$ cat src/rtl/alu_arbiter.sv
// Two-requester round-robin front end for the shared combinational ALU.
// Holds operands stable for an opcode-dependent number of cycles, then returns the result.
module alu_arbiter #(
    parameter int WIDTH   = 32,
    parameter int DIV_LAT = 4,
    parameter int MUL_LAT = 2
) (
    input  logic             CLK,
    input  logic             RST_N,
    input  logic             A_VALID,
    output logic             A_READY,
    input  logic [WIDTH-1:0] A_OP1,
    input  logic [WIDTH-1:0] A_OP2,
    input  logic [2:0]       A_OP,
    output logic             A_RVALID,
    input  logic             A_RREADY,
    input  logic             B_VALID,
    output logic             B_READY,
    input  logic [WIDTH-1:0] B_OP1,
    input  logic [WIDTH-1:0] B_OP2,
    input  logic [2:0]       B_OP,
    output logic             B_RVALID,
    input  logic             B_RREADY,
    output logic [WIDTH-1:0] RES,
    output logic             RZF,
    output logic             RERR,
    output logic [WIDTH-1:0] ALU_OP1,
    output logic [WIDTH-1:0] ALU_OP2,
    output logic [2:0]       ALU_OP,
    input  logic [WIDTH-1:0] ALU_OPS,
    input  logic             ALU_ZF
);

    typedef enum logic [1:0] {IDLE, EXEC, RESP} state_t;

    localparam logic [2:0] OP_DIV  = 3'b101;
    localparam logic [2:0] OP_MUL  = 3'b111;
    localparam logic [3:0] DIV_CNT = 4'(DIV_LAT);
    localparam logic [3:0] MUL_CNT = 4'(MUL_LAT);

    state_t           state_q, state_d;
    logic             owner_q, owner_d;      // 1 = requester B
    logic             last_b_q, last_b_d;    // last-served pointer, 1 = B
    logic [3:0]       cnt_q, cnt_d;
    logic [WIDTH-1:0] op1_q, op1_d;
    logic [WIDTH-1:0] op2_q, op2_d;
    logic [2:0]       op_q, op_d;
    logic [WIDTH-1:0] res_q, res_d;
    logic             rzf_q, rzf_d;
    logic             rerr_q, rerr_d;

    logic             grant_a;
    logic             grant_b;
    logic [WIDTH-1:0] sel_op1;
    logic [WIDTH-1:0] sel_op2;
    logic [2:0]       sel_op;
    logic             owner_rready;

    // On a tie the requester that was not served last wins.
    assign grant_a = A_VALID && (!B_VALID || last_b_q);
    assign grant_b = B_VALID && !grant_a;

    assign A_READY = (state_q == IDLE) && grant_a;
    assign B_READY = (state_q == IDLE) && grant_b;

    assign sel_op1      = grant_b ? B_OP1 : A_OP1;
    assign sel_op2      = grant_b ? B_OP2 : A_OP2;
    assign sel_op       = grant_b ? B_OP  : A_OP;
    assign owner_rready = owner_q ? B_RREADY : A_RREADY;

    always_comb begin
        state_d  = state_q;
        owner_d  = owner_q;
        last_b_d = last_b_q;
        cnt_d    = cnt_q;
        op1_d    = op1_q;
        op2_d    = op2_q;
        op_d     = op_q;
        res_d    = res_q;
        rzf_d    = rzf_q;
        rerr_d   = rerr_q;
        case (state_q)
            IDLE: begin
                if (grant_a || grant_b) begin
                    owner_d  = grant_b;
                    last_b_d = grant_b;
                    op1_d    = sel_op1;
                    op2_d    = sel_op2;
                    op_d     = sel_op;
                    if (sel_op == OP_DIV)      cnt_d = DIV_CNT;
                    else if (sel_op == OP_MUL) cnt_d = MUL_CNT;
                    else                       cnt_d = 4'd0;
                    // Divide by zero never reaches the ALU; answer immediately.
                    if (sel_op == OP_DIV && sel_op2 == '0) begin
                        res_d   = '0;
                        rzf_d   = 1'b1;
                        rerr_d  = 1'b1;
                        state_d = RESP;
                    end else begin
                        state_d = EXEC;
                    end
                end
            end
            EXEC: begin
                if (cnt_q == 4'd0) begin
                    res_d   = ALU_OPS;
                    rzf_d   = ALU_ZF;
                    rerr_d  = 1'b0;
                    state_d = RESP;
                end else begin
                    cnt_d = cnt_q - 4'd1;
                end
            end
            RESP: begin
                if (owner_rready) state_d = IDLE;
            end
            default: state_d = IDLE;
        endcase
    end

    always_ff @(posedge CLK or negedge RST_N) begin
        if (!RST_N) begin
            state_q  <= IDLE;
            owner_q  <= 1'b0;
            last_b_q <= 1'b1;
            cnt_q    <= 4'd0;
            op1_q    <= '0;
            op2_q    <= '0;
            op_q     <= 3'd0;
            res_q    <= '0;
            rzf_q    <= 1'b0;
            rerr_q   <= 1'b0;
        end else begin
            state_q  <= state_d;
            owner_q  <= owner_d;
            last_b_q <= last_b_d;
            cnt_q    <= cnt_d;
            op1_q    <= op1_d;
            op2_q    <= op2_d;
            op_q     <= op_d;
            res_q    <= res_d;
            rzf_q    <= rzf_d;
            rerr_q   <= rerr_d;
        end
    end

    assign A_RVALID = (state_q == RESP) && !owner_q;
    assign B_RVALID = (state_q == RESP) && owner_q;
    assign RES      = res_q;
    assign RZF      = rzf_q;
    assign RERR     = rerr_q;
    assign ALU_OP1  = op1_q;
    assign ALU_OP2  = op2_q;
    assign ALU_OP   = op_q;

endmodule

$ cat config.mk
export PLATFORM = sky130hd
export DESIGN_NAME = alu_arbiter
export DESIGN_NICKNAME = d
export VERILOG_FILES = /design/src/rtl/alu_arbiter.sv
export SDC_FILE = /design/constraint.sdc
export NUM_CORES = 1
export LEC_CHECK = 0
export ABC_AREA = 1
export CORE_MARGIN = 3
export CORE_UTILIZATION = 43
export CTS_BUF_LIST = sky130_fd_sc_hd__clkbuf_2 sky130_fd_sc_hd__clkbuf_4 sky130_fd_sc_hd__clkbuf_8
export DETAILED_ROUTE_END_ITERATION = 6
export PLACE_DENSITY_LB_ADDON = 0.2
export SETUP_SLACK_MARGIN = 0.5
export SLEW_MARGIN = 30
export SYNTH_ARGS = -nofsm -noshare
export SYNTH_HDL_FRONTEND = slang
export SYNTH_SLANG_ARGS = --single-unit
export TNS_END_PERCENT = 5
$ cat constraint.sdc
create_clock -name CLK -period 3.41 [get_ports CLK]
set_clock_uncertainty 0.2 [all_clocks]
set_input_delay 0.682 -clock CLK [delete_from_list [all_inputs] [get_ports CLK]]
set_output_delay 0.682 -clock CLK [all_outputs]
set_load 0.005 [all_outputs]
# Word level (Yosys, flattened, before mapping)
# Index checks and enable logic that the tools add are counted.
[op_classes]
n_mux = 24
n_eq_ne = 9
reduce_logical = 20
addsub = 1
[ops]
columns = ["op", "count"]
rows = [
  ["$mux 32", 5],
  ["$pmux 32 s2", 1],
  ["$logic_not 32->1", 1],
  ["$mux 2", 5],
  ["$mux 4", 2],
  ["$pmux 4 s2", 1],
  ["$logic_and 1x1->1", 7],
  ["$eq 3x3->1 const B", 2],
  ["$mux 3", 2],
  ["$ne 2x2->1 const B", 3],
  ["$pmux 2 s3", 1],
  ["$reduce_and 3->1", 2],
  ["$mux 1", 5],
  ["$logic_not 4->1", 1],
  ["$ne 2x1->1 const B", 2],
  ["$pmux 1 s2", 2],
  ["$reduce_and 4->1", 1],
  ["$sub 4x1->4 const B", 1],
  ["$logic_not 1->1", 3],
  ["$eq 2x1->1 const B", 1],
  ["$eq 2x2->1 const B", 1],
  ["$logic_not 2->1", 1],
  ["$logic_or 1x1->1", 2],
  ["$reduce_and 2->1", 1],
  ["$reduce_bool 2->1", 1],
]
[totals]
in_bits = 173
out_inout_bits = 105
wordCells = 64
register_bits = 109

# Longest topological paths before layout
# Gate-level depths: netlist of the first run.
[logic_depth]
ltp_word = 11
mapped_depth = 14
depth_no_buf = 13

# Worst setup path before layout of the first run
# Ideal clock, no wire load.
[synth_path]
path_type = "input to output"
start = "in B_VALID"
end = "out B_READY"
arrival_ns = 1.811
n_path_buf = 3
path_slack_ns = 0.717
cell_stages = 7
required_ns = 2.528
cell_sequence = "inv_2 > a21oi_4 > buf_2 > buf_2 > buf_1 > nand2_1 > inv_1"
[synth_between]
elab_chain_cells = 6
[synth_lines]
columns = ["item", "line", "source"]
rows = [
  ["from (decl)", "17", "input logic B_VALID,"],
  ["$logic_not 1->1", "60", "assign grant_a = A_VALID && (!B_VALID || last_b_q);"],
  ["$logic_or 1x1->1", "60", ""],
  ["$logic_and 1x1->1", "60", ""],
  ["$logic_not 1->1", "61", "assign grant_b = B_VALID && !grant_a;"],
  ["$logic_and 1x1->1 (*)", "61", ""],
  ["$logic_and 1x1->1 (*)", "64", "assign B_READY = (state_q == IDLE) && grant_b;"],
  ["to (decl)", "18", "output logic B_READY,"],
]
# Every way passes the cells marked *; elsewhere a longest branch is shown, timed or not.

# Worst setup path after layout of the first run
[layout_path]
start = "reg state_q[1]"
end = "out A_READY"
[layout_between]
elab_chain_cells = 2
[layout_lines]
columns = ["item", "line", "source"]
rows = [
  ["from (decl)", "41", "state_t state_q, state_d;"],
  ["from (signal assigned)", "134", "state_q <= state_d;"],
  ["$logic_not 2->1", "63", "assign A_READY = (state_q == IDLE) && grant_a;"],
  ["$logic_and 1x1->1", "63", ""],
  ["to (decl)", "11", "output logic A_READY,"],
]
# Every way passes these cells.

==> results of run 1 <==
[per-layer routing]
| metal | vias to the layer above | part of all wire, % | global-route usage (%) | wire [µm] |
|---|---|---|---|---|
| met5 | - | 0 | 0 | 0 |
| met4 | 0 | 2.6 | 10.4 | 477 |
| met3 | 32 | 7.3 | 6.01 | 1320 |
| met2 | 241 | 50 | 44.5 | 9120 |
| met1 | 2626 | 40 | 32.7 | 7250 |
| li1 | 2715 | - | - | - |
[area by class of cell]
cell class / instances / area [µm²]
timing repair buffer: 292 / 2990
antenna: 2 / 5.00
sequential: 109 / 2730
inverter: 34 / 130
clock inverter: 6 / 46.3
clock buffer: 9 / 124
fill: 953 / 3240
multi-input combinational: 499 / 2220
tap: 143 / 179
[metrics by stage]
step                      power, mW  std cells  hold slack, ns  setup slack [ns]
after detailed placement       5.66       1074           0.273             0.154
after floorplan                3.72        679           0.186             0.717
final                          6.40       1094           0.138             0.650
after global placement         5.53       1074           0.269             0.197
after global routing           6.93       1094           0.189             0.534
after CTS                      6.42       1091           0.166             0.468
[cell usage in the layout, fill, tap and decap left out, types with 2 or more instances in the layout]
cell type	count
clkdlybuf4s50_1	274
nand2_1	240
dfrtp_1	108
nor2_1	79
a21oi_1	64
nand3_1	43
inv_1	31
o21ai_0	28
a31oi_1	18
clkbuf_8	9
buf_4	9
o21ai_2	6
nor2_2	5
nand4_1	3
inv_6	3
buf_12	3
diode_2	2
a21oi_4	2
o21ai_1	2
clkinvlp_4	2
[Yosys cell counts, drive strengths merged]
master  number
a21o         1
a21oi       67
a31oi       18
and2         1
buf         17
clkbuf      20
clkinv       1
dfrtp      108
dfstp        1
ha           1
inv         33
nand2      241
nand3       43
nand4        4
nor2        84
nor3         1
o21ai       36
o221ai       1
or2          1
[how the worst min path moves through the flow]
stage	slack [ns]	endpoint	startpoint
after floorplan	0.19	ALU_OP1[0]	RST_N
after global placement	0.27	ALU_OP2[21]	ALU_OP2[21]
after detailed placement	0.27	ALU_OP2[15]	ALU_OP2[15]
after CTS	0.17	ALU_OP2[2]	RST_N
after global routing	0.19	ALU_OP2[13]	RST_N
final	0.14	ALU_OP2[13]	RST_N
[state kept, by name (all words and copies together) (netlist names)]
name      flops
cnt_q         4
RES          32
owner_q       1
ALU_OP2      32
last_b_q      1
ALU_OP        3
ALU_OP1      32
state_q       2
RZF           1
RERR          1
[worst reg2reg max path, stage by stage (launching register included)]
cell and delay [ns]:
dfstp_2 0.61, a21oi_4 0.09, buf_6 0.15, bufbuf_16 0.31, o21ai_2 0.19, nand2_1 0.07
nor2_1 0.14, nand3_1 0.10, nor2_2 0.15, nand4_4 0.10, buf_12 0.18, nand3_1 0.09
nand2_1 0.06
[report_power, final]
group | internal [mW] | leakage (nW) | total (mW) | switching [mW]
Sequential | 1.94 | 1.29 | 2.30 | 0.366
Clock | 0.269 | 0.0825 | 0.720 | 0.452
Combinational | 1.78 | 2.44 | 3.37 | 1.59
Total | 3.98 | 3.81 | 6.40 | 2.41
[kinds of logic (layout without fill, tap and decap cells)]
group                      after synthesis  after routing  share of synthesized area [%]
DFF                                    109            109                           52.3
other                                    0              2                              0
buffers and inverters                   71            341                           6.14
adders and majority gates                1              1                          0.240
and+or+nand+nor                        375            375                           28.7
AOI/OAI and AO/OA                      123            123                           12.6
[what timing repair did]
item / 4_1_cts / 5_1_grt
cloned: 1 / 1
endpoints found under the setup margin: 2 / 38
hold endpoints to repair: 0 / 0
pin swaps: 1 / 1
setup buffers: 1 / 0
gates resized for setup: 6 / 15
==> reports/qor.yml, run 1 <==
status: "finished, final reports clean"
critical_path_required_ns: 2.53
grt_overflow: 0
grt_pass1_vias: 5465
cts_tree: "yes"
crit_family: "buffers and inverters"
hp-class: "input pin to asynchronous set/reset pin"
slew_viol_final: 0
gp_routability_congestion: 0.860
rrSetupSlack_ns: 0.87
start_kind: "flop"
start_util_pct: 44.7
netlist_instances: 679
cp_num_cells: 4
port_buffers: 277
yosysUniqueCellTypes: 28
cts.path.max_buffers: 2
routed_via_density: 5.13
cp_max_fo: 5
htreeDepth: 3
ys_seq_area_share_pct: 52.3
vias: 5614
placed_area_mm2: 0.00813
drive_gt1_share_pct: 5.48
final_net_count: 1119
final_util_pct: 72.2
cts_sinks: 109
antenna_found_initial: 2
cts_root_buf: "clkbuf_8"
leakagePower_nw: 3.81
synth_seq_cells: 109
cp_common_cell: "nor2_1"
die_h_um: 116
hpwl_um: 13600
yosysWarnings: 0
worstRegToRegCells: 12
crit_start: "state_q[1]"
crit_end: "A_READY"
area_delta_synth_final_pct: 61.4
r2r_end: "RES[3]"
maxSlewHeadroom_pct: 52.8
fin_area_mm2: 0.00842
rows: 39
grt_max_degree: 68
die_x_um: 116
syn-cell-area_mm2: 0.00522
cp-end-kind: "primary output"
rsz0062_at_grt: "false"
synth.avg_cell_area_um2: 7.69
critPathMaxStageDelay_ns: 0.55
drc: 0
power_density_mw_per_mm2: 760
numCtsBuffers: 9
detail-route-antenna-nets: 0
final-setup-viol-count: 0
finalCritPeriodShare_pct: 80.9
yosys.area.top_type: "dfrtp_1"
postSynthNetCount: 853
design.die.area_mm2: 0.0135
ios: 278
tns_ns: 0
crit_buf_inv: 2
clk_latency_ns: 0.36
track_usage_pct: 26.3
r2r_start: "last_b_q"
core_area_mm2: 0.0117
hold_viol_final: 0
tightest_slew_ns: 0.707
holdBufCountCts: 0
wire_per_inst_um: 16.6
drt-total-wl_um: 18200
synth.area.top_cells: "dfrtp_1 52%, nand2_1 17%, a21oi_1 6.2%"
max_cap_viol_count: 0
cts.clk_slew.worst_paths_ns: 0.10
critical_path_class: "flop to primary output"
grt_pass1_wl_um: 27700
drtIter0Drc: 421
period_minus_slack_ns: 2.76
crit_arrival_ns: 1.88
crit_path_top_delay_cell: "clkdlybuf4s50_1"
ir_drop_v: 0.000515
synth_top_area_share_pct: 51.8
crit_path_cell_trace: "nor2_1, inv_1, nor2_1, clkdlybuf4s50_1"
fmax_mhz: 362
dr.pass1.iters: 5
(Power assumes the default switching activity.)
==> run 2, diff against run 1 <==
- CORE_UTILIZATION: 43 -> 37
- clock period: 3.41 -> 2.39 ns (I/O delays scaled with it)
==> run 2 against run 1 <==
The flow now finishes with violations (setup timing). Final cell count grew 9.6%. Via count rose by 4.0%. Register-to-register slack got worse by 1.0 ns. Non-clock buffer count grew 72. Die area grew 15%. Count of clock-buffer cells in the layout grew 3. Setup slack worse by 0.82 ns. Sequential power increased by 40%. Critical path type is now flop to flop. Critical endpoint is now RES[6]. Largest power group unchanged. Highest routed layer unchanged.
==> reports/qor.yml, run 2 (synthesis gave the netlist of run 1 again) <==
status: "complete, but fails checks"
violations: "setup timing"
cp_max_fo: 11  # +6
track_usage_pct: 23.9  # -2.3 points
layout_commonest_cell: "nand2_1"
final_net_count: 1192  # +6.5%
crit_arrival_ns: 2.64  # +0.76 ns
wire_per_inst_um: 16.0  # -3.9%
detail-route-antenna-nets: 0  # unchanged
cts.clk_slew.worst_paths_ns: 0.10  # about the same
port_buffers: 277  # unchanged
hpwl_um: 14100  # +4.2%
numCtsBuffers: 9  # unchanged
tns_ns: -4.92  # -4.92 ns
die_x_um: 125  # +7.4%
start_kind: "flop"
cts_sinks: 109  # unchanged
crit_path_top_delay_cell: "dfstp_2"
place_inst: 1169  # +8.8%
cts.path.max_buffers: 2  # unchanged
rsz0062_at_grt: "true"
period_minus_slack_ns: 2.56
drtIter0Drc: 225  # -47%
drive_gt1_share_pct: 20.3  # +15 points
crit_path_cell_trace: "a21oi_4, buf_6, buf_12, buf_4, nand2_1, nand2_1, nor2_2, nand3_1, nor2_2, nand4_4, buf_12, clkbuf_16, nand3_1, nand2_1"
fin_cells: 1199  # +9.6%
grt_overflow: 0  # unchanged
start_util_pct: 38.6  # -6.1 points
rows: 42  # +7.7%
ios: 278  # unchanged
dr.pass1.iters: 6  # +1
power.total_mw: 9.51  # +49%
htreeDepth: 3  # unchanged
grt_max_degree: 40  # -41%
cts_root_buf: "clkbuf_8"
place_ws_ns: -0.771  # -0.924 ns
cp_common_cell: "nand2_1"
vias: 5839  # +4.0%
cp-end-kind: "flop"
grt_pass1_vias: 5762  # +5.4%
layout_common_cells: "221 x nand2_1, 169 x clkdlybuf4s50_1, 108 x dfrtp_1, 102 x dlygate4sd2_1, 69 x nor2_1"
fin_ws_ns: -0.170  # -0.820 ns
hold_viol_final: 0  # unchanged
drc: 0  # unchanged
design.die.area_mm2: 0.0156  # +15%
finalCritPeriodShare_pct: 107
grt_pass1_wl_um: 30200  # +9.1%
maxSlewHeadroom_pct: 70.3  # +17 points
slew_viol_final: 0  # unchanged
fmax_mhz: 391
leakagePower_nw: 4.44  # +17%
final-setup-viol-count: 35  # +35
hp-class: "flop to flop"
power_density_mw_per_mm2: 1000  # +32%
critPathMaxStageDelay_ns: 0.59  # +0.04 ns
antenna_found_initial: 0  # -2
max_cap_viol_count: 0  # unchanged
drt-total-wl_um: 19100  # +5.3%
ir_drop_v: 0.000527  # +2.2%
clk_latency_ns: 0.37  # about the same
core_area_mm2: 0.0135  # +16%
final_util_pct: 70.3  # -2.0 points
routed_via_density: 4.87  # -5.1%
antenna_cells: 0  # -2
gp_routability_congestion: 0.865  # +0.50%
area_delta_synth_final_pct: 81.8
tightest_slew_ns: 0.446  # -0.261 ns
cts_tree: "yes"
die_h_um: 125  # +7.4%
critical_path_class: "flop to flop"
critical_path_required_ns: 2.47  # -0.06 ns
-- run 2: final cells by class --
| type | instances | area [µm²] |
|---|---|---|
| clock buffer | 12 | 159 |
| clock inverter | 4 | 53.8 |
| fill | 1139 | 4020 |
| multi-input combinational | 500 | 2630 |
| sequential | 109 | 2730 |
| inverter | 34 | 145 |
| tap | 176 | 220 |
| timing repair buffer | 364 | 3560 |
-- run 2: worst paths after layout --
path,from,end,slack (ns),depth (start not counted)
setup / recovery,last_b_q,RES[6],-0.17,14
hold / removal,ALU_OP2[16],ALU_OP2[16],0.29,2
setup reg to reg,last_b_q,RES[6],-0.17,14
hold reg to reg,ALU_OP2[16],ALU_OP2[16],0.29,2
max in group asynchronous,RST_N,RES[23],1.04,3
min in group asynchronous,RST_N,ALU_OP2[28],0.32,2
-- run 2: repair_timing --
action / in CTS / in global routing
hold buffers: 1 / 0
hold endpoints to repair: 12 / 0
gates cloned: 0 / 5
buffers inserted: 4 / 4
gates resized for setup: 196 / 52
setup endpoints to repair: 212 / 111
pin swaps: 8 / 22
-- run 2: stage by stage --
step	hold slack [ns]	instance area, µm²
2_1_floorplan	-0.0176	5310
3_3_place_gp	0.158	8790
3_5_place_dp	0.158	8790
4_1_cts	0.295	9160
5_1_grt	0.317	9490
6_report	0.294	9490
-- run 2: critical path, delay by kind of cell, from the launching register on --
| family | cells | cell delay, ns |
|---|---|---|
| AO/OA/AOI/OAI | 1 | 0.08 |
| AND/OR/NAND/NOR | 8 | 0.85 |
| flip-flops | 1 | 0.59 |
| buffers and inverters | 5 | 0.73 |
-- run 2: routing by layer --
layer,wire length [µm],track usage (%),vias to the layer above
met4,386,7.54,0
met3,1270,5.27,27
met2,9430,40.3,219
li1,-,-,2873
met1,8050,30.7,2720
met5,0,0,-
-- run 2: power breakdown --
part	leakage (nW)	internal, mW	switching (mW)
registers	1.29	2.76	0.467
clock network	0.103	0.558	0.641
logic	3.05	2.50	2.59
total	4.44	5.82	3.70
